File: src/rtl/fifo_flag_window_gen_if.sv
// Bundle of per-channel triggers, window lengths and the flag/done/miss outputs.
// The master side drives the triggers and lengths; the slave side (the generator) returns the flags.
interface fifo_flag_window_gen_if #(
  parameter int NUM_CH = 4,
  parameter int CNT_W  = 8
);
  logic [NUM_CH-1:0]       enable;
  logic [NUM_CH*CNT_W-1:0] len;
  logic [NUM_CH-1:0]       flag;
  logic [NUM_CH-1:0]       done;
  logic [NUM_CH-1:0]       miss;
  logic                    any_flag;

  modport master (output enable, len, input flag, done, miss, any_flag);
  modport slave  (input enable, len, output flag, done, miss, any_flag);
endinterface

File: src/rtl/fifo_flag_window_gen.sv
// Per-channel flag window stretcher: flag is combinational (zero latency), done/miss register on the falling edge.
// No backpressure: every trigger is either accepted, reloads the window, or is reported through miss.
module fifo_flag_window_gen #(
  parameter int NUM_CH    = 4,
  parameter int CNT_W     = 8,
  parameter bit RETRIGGER = 1'b0
) (
  input  logic                   clk,
  input  logic                   reset_n,
  fifo_flag_window_gen_if.slave  bus
);

  typedef enum logic {IDLE, ACTIVE} state_e;

  localparam logic [CNT_W-1:0] ONE = CNT_W'(1);

  state_e            state_q [NUM_CH];
  logic [CNT_W-1:0]  rem_q   [NUM_CH];
  logic [CNT_W-1:0]  load_d  [NUM_CH];
  logic [NUM_CH-1:0] active;
  logic [NUM_CH-1:0] done_q;
  logic [NUM_CH-1:0] miss_q;

  // len==0 wraps to all-ones here, which is exactly the 2^CNT_W window minus the trigger cycle.
  always_comb begin
    for (int i = 0; i < NUM_CH; i++) begin
      load_d[i] = bus.len[i*CNT_W +: CNT_W] - ONE;
      active[i] = (state_q[i] == ACTIVE);
    end
  end

  always_ff @(negedge clk) begin
    if (!reset_n) begin
      for (int i = 0; i < NUM_CH; i++) begin
        state_q[i] <= IDLE;
        rem_q[i]   <= '0;
      end
      done_q <= '0;
      miss_q <= '0;
    end else begin
      for (int i = 0; i < NUM_CH; i++) begin
        done_q[i] <= 1'b0;
        miss_q[i] <= 1'b0;
        case (state_q[i])
          IDLE: begin
            if (bus.enable[i]) begin
              if (load_d[i] == '0) begin
                done_q[i] <= 1'b1;
              end else begin
                rem_q[i]   <= load_d[i];
                state_q[i] <= ACTIVE;
              end
            end
          end
          ACTIVE: begin
            if (bus.enable[i] && RETRIGGER) begin
              rem_q[i] <= load_d[i];
            end else begin
              miss_q[i] <= bus.enable[i];
              if (rem_q[i] == ONE) begin
                state_q[i] <= IDLE;
                rem_q[i]   <= '0;
                done_q[i]  <= 1'b1;
              end else begin
                rem_q[i] <= rem_q[i] - ONE;
              end
            end
          end
          default: begin
            state_q[i] <= IDLE;
            rem_q[i]   <= '0;
          end
        endcase
      end
    end
  end

  assign bus.flag     = {NUM_CH{reset_n}} & (active | bus.enable);
  assign bus.done     = done_q;
  assign bus.miss     = miss_q;
  assign bus.any_flag = |bus.flag;

endmodule
File: src/flat_wrapper.sv
// flat-port wrapper written by rule: the top's interface ports become plain ports
module fifo_flag_window_gen_flat 
#(
  parameter int NUM_CH    = 4,
  parameter int CNT_W     = 8,
  parameter bit RETRIGGER = 1'b0
)
  (clk, reset_n, bus_enable, bus_len, bus_flag, bus_done, bus_miss, bus_any_flag);
  fifo_flag_window_gen_if #(.NUM_CH(NUM_CH), .CNT_W(CNT_W)) bus_i ();
  input  logic clk;
  input  logic reset_n;
  input wire logic [$bits(bus_i.enable)-1:0] bus_enable;
  input wire logic [$bits(bus_i.len)-1:0] bus_len;
  output wire logic [$bits(bus_i.flag)-1:0] bus_flag;
  output wire logic [$bits(bus_i.done)-1:0] bus_done;
  output wire logic [$bits(bus_i.miss)-1:0] bus_miss;
  output wire logic [$bits(bus_i.any_flag)-1:0] bus_any_flag;
  assign bus_i.enable = bus_enable;
  assign bus_i.len = bus_len;
  assign bus_flag = bus_i.flag;
  assign bus_done = bus_i.done;
  assign bus_miss = bus_i.miss;
  assign bus_any_flag = bus_i.any_flag;
  fifo_flag_window_gen #(.NUM_CH(NUM_CH), .CNT_W(CNT_W), .RETRIGGER(RETRIGGER)) u_core (.clk(clk), .reset_n(reset_n), .bus(bus_i));
endmodule
File: config.mk
export PLATFORM = sky130hd
export DESIGN_NAME = fifo_flag_window_gen_flat
export DESIGN_NICKNAME = d
export VERILOG_FILES = /design/src/rtl/fifo_flag_window_gen_if.sv /design/src/rtl/fifo_flag_window_gen.sv /design/src/flat_wrapper.sv
export SDC_FILE = /design/constraint.sdc
export NUM_CORES = 1
export LEC_CHECK = 0
export ABC_AREA = 1
export CORE_UTILIZATION = 40
export DETAILED_ROUTE_END_ITERATION = 7
export GPL_TIMING_DRIVEN = 1
export SETUP_SLACK_MARGIN = 0.02
export SYNTH_ARGS = -nofsm -noshare
export SYNTH_HDL_FRONTEND = slang
export SYNTH_SLANG_ARGS = --single-unit
File: constraint.sdc
create_clock -name clk -period 2.15 [get_ports clk]
set_input_delay 0.215 -clock clk [delete_from_list [all_inputs] [get_ports clk]]
set_output_delay 0.215 -clock clk [all_outputs]
set_load 0.05 [all_outputs]
==> summary.txt <==
Run status
  • Status: finished, violations left
  • Violated checks: DRC, setup timing

GRT
  • Largest net degree at the start of global routing: 14
  • Vias in the first global route: 4131
  • Total grt overflow: 0
  • First-pass GRT wire length: 17530 um
  • Total track usage: 22.22%
  • Initial antenna violation count: 0

Die
  • Starting Density: 41.59%
  • DIE WIDTH: 97.69 um
  • I/O Pins: 51
  • Die height: 97.69 um
  • Total core area: roughly 9000 um2
  • DIE AREA: around 9500 um2
  • Row count: 34

Synthesis
  • Cell variety after synth: 39
  • Synthesized instance count: around 500
  • Synth async-reset ratio: 0%
  • Synth Flop Type: edfxtp_1
  • Avg Inst Size Synth: 7.295 um2
  • Post-synth EDFFs: 36
  • Synthesis Warnings: 0
  • Seq/Total Area, Yosys: 33.89%
  • Yosys reg bits: 44
  • Area contributors post-synth: edfxtp_1, nand2_1, inv_1
  • Mapped cell area: 3662 um2
  • Yosys top cell by area: edfxtp_1
  • Mapped Nets: roughly 560
  • Share of the synthesized area in the top cell type: 29.52%

Power
  • Static leakage: ~3.1 nW
  • Clk pwr share: 27.2%
  • Psw: about 1.2 mW
  • Internal Power: between 1.5 and 2 mW
  • Power Dens Cells: 492.2 nW/um2
  • Sequential share of power: 35.0%
  • Combinational share of power: 37.8%
  • Tot Pwr: 3.136 mW
  • Maximum VDD drop: 320.9 uV
  • Switching share of power: about two fifths

Cells and area
  • Share of layout cells above drive strength 1: between 40% and 50%
  • P&R area growth vs syn: 73.97%
  • Most common cell after layout, fill and taps aside: buf_4
  • Finished Cell Area: 6371 um2
  • Final instance count without filler cells: 836
  • ANT cells: 0
  • Layout Nets: 781
  • Commonest non-fill, non-tap cells in the layout: buf_4, inv_1, nand2_1

Worst setup path
  • Critical path class: reg2out
  • CP arrival: 2.70 ns
  • Startpoint Class: flop
  • Critical Path Sink Type: output pin
  • Worst path required time: 1.93 ns
  • CP max FO: 2

Clock tree
  • Maximum clock path buffer count: 2
  • H-tree Lvls: 2
  • Clk sinks: 44
  • Cts hold-fix bufs: 0
  • Clock-pin slew on the worst setup and hold paths: approximately 0.030 ns
  • Total CTS buffers: 5
  • CTS tree: yes
  • Root buffer cell: clkbuf_8
  • Clk_lat worst skew: about 0.38 ns

Timing
  • Clock skew after layout: between 0.015 and 0.02 ns
  • Slew headroom: 77.69%
  • Hold Violations, Final: 0
  • Final WS setup: -0.7628 ns
  • Final setup viols: 80
  • Fin Hold WS: about 0.63 ns
  • Unrepaired setup endpoints after global routing: true
  • Slew @ Worst Pin: 0.3328 ns
  • Slew Limit Fails: 0

Placed design
  • Dpl cell area: roughly 5400 um2
  • Placed Cells: about 750
  • Port bufs: 50
  • Hpwl dp: roughly 7100 um
  • Gp weighted congestion: approximately 0.93

Detailed routing
  • Final ANT Viol Nets: 0
  • DR WL/cell: 12.70 um
  • Vias per std cell: 4.945
  • Wirelength, routed: 10620 um
  • First drt pass iteration count: 7
  • DRT iter0 DRCs: 115
  • DRC: 2
  • Vias: between 4k and 5k

Min path
  • Hold Path Class: reg2reg

Job
  • Max cap viols: 0
-- metrics by stage --
step | util, % | worst slack [ns] | setup TNS [ns]
6_report | 72.35 | -0.7628 | -23.16
4_1_cts | 70.57 | -0.7490 | -24.86
5_1_grt | 72.35 | -0.8097 | -27.56
3_5_place_dp | 60.91 | -1.245 | -88.15
2_1_floorplan | - | -0.5156 | -28.87
3_3_place_gp | 60.91 | -1.201 | -85.22
-- registers in the layout, summed over array words and instances (netlist names) --
signal           count
u_core.state_q       4
u_core.bus.done      4
u_core.bus.miss      4
u_core.rem_q        32
-- critical path, stage by stage (launching register included) --
cell,delay (ns)
edfxtp_1,0.40
inv_2,0.10
a21oi_4,0.06
or4_4,0.54
buf_8,0.17
-- layer usage --
metal / GRT usage (%) / up-vias / routed length [um]
met5: 0 / - / 0
met4: 5.594 / 0 / 148
met3: 5.396 / 17 / 366
met2: 41.19 / 78 / 5676
met1: 25.36 / 1930 / 4426
li1: - / 2109 / -
-- kinds of logic (layout without fill, tap and decap cells) --
| family | Yosys count | after routing | synth area share [%] |
|---|---|---|---|
| DFF | 44 | 44 | 33.89 |
| and+or+nand+nor | 265 | 265 | 35.94 |
| buffers and inverters | 95 | 321 | 10.45 |
| AOI/OAI and AO/OA | 72 | 72 | 11.86 |
| xor gates and xnor gates | 10 | 10 | 2.391 |
| adders and majority gates | 16 | 16 | 5.466 |
-- power groups by stage --
stage          Clock (mW)  Sequential, mW  Combinational, mW
6_report            0.853            1.10               1.18
5_1_grt             0.982            1.11               1.30
4_1_cts             0.878            1.10               1.13
3_5_place_dp        0.126            1.11              0.995
3_3_place_gp        0.126            1.10              0.978
2_1_floorplan       0.126            1.11              0.572
-- worst paths after layout --
kind                              from                   end  slack [ns]  depth (start not counted)
setup / recovery  u_core.state_q[0][2]          bus_any_flag       -0.76                          4
hold / removal      u_core.rem_q[3][5]    u_core.rem_q[3][5]        0.63                          2
setup reg to reg  u_core.state_q[0][2]  u_core.state_q[0][2]        0.35                          9
hold reg to reg     u_core.rem_q[3][5]    u_core.rem_q[3][5]        0.63                          2
-- layout make-up --
type / count / area (um2)
multi-input cells: 363 / 2541
fillers: 698 / 2435
repair buffers: 181 / 1769
flip-flops and latches: 44 / 1251
inverters: 88 / 424.2
clock inverters: 47 / 181.4
well taps: 108 / 135.1
clock buffers: 5 / 68.82
-- Yosys cell counts, types with 7 or more instances --
cell / count
nand2_2: 14
a21oi_1: 21
dfxtp_1: 8
nand2_1: 102
a21oi_2: 8
inv_2: 9
nor2_2: 17
o21ai_0: 18
ha_1: 16
nor2_1: 40
edfxtp_1: 36
and2_1: 7
inv_1: 79
nand3_1: 42
nand4_1: 22
-- what timing repair did --
action | 4_1_cts | 5_1_grt
hold endpoints to repair | 0 | 0
resized for setup | 177 | 70
setup endpoints to repair | 90 | 90
pin swaps | 70 | 62
gates cloned | 2 | 0
buffers inserted | 38 | 17
No activity file was read; power rests on OpenSTA's default activity.
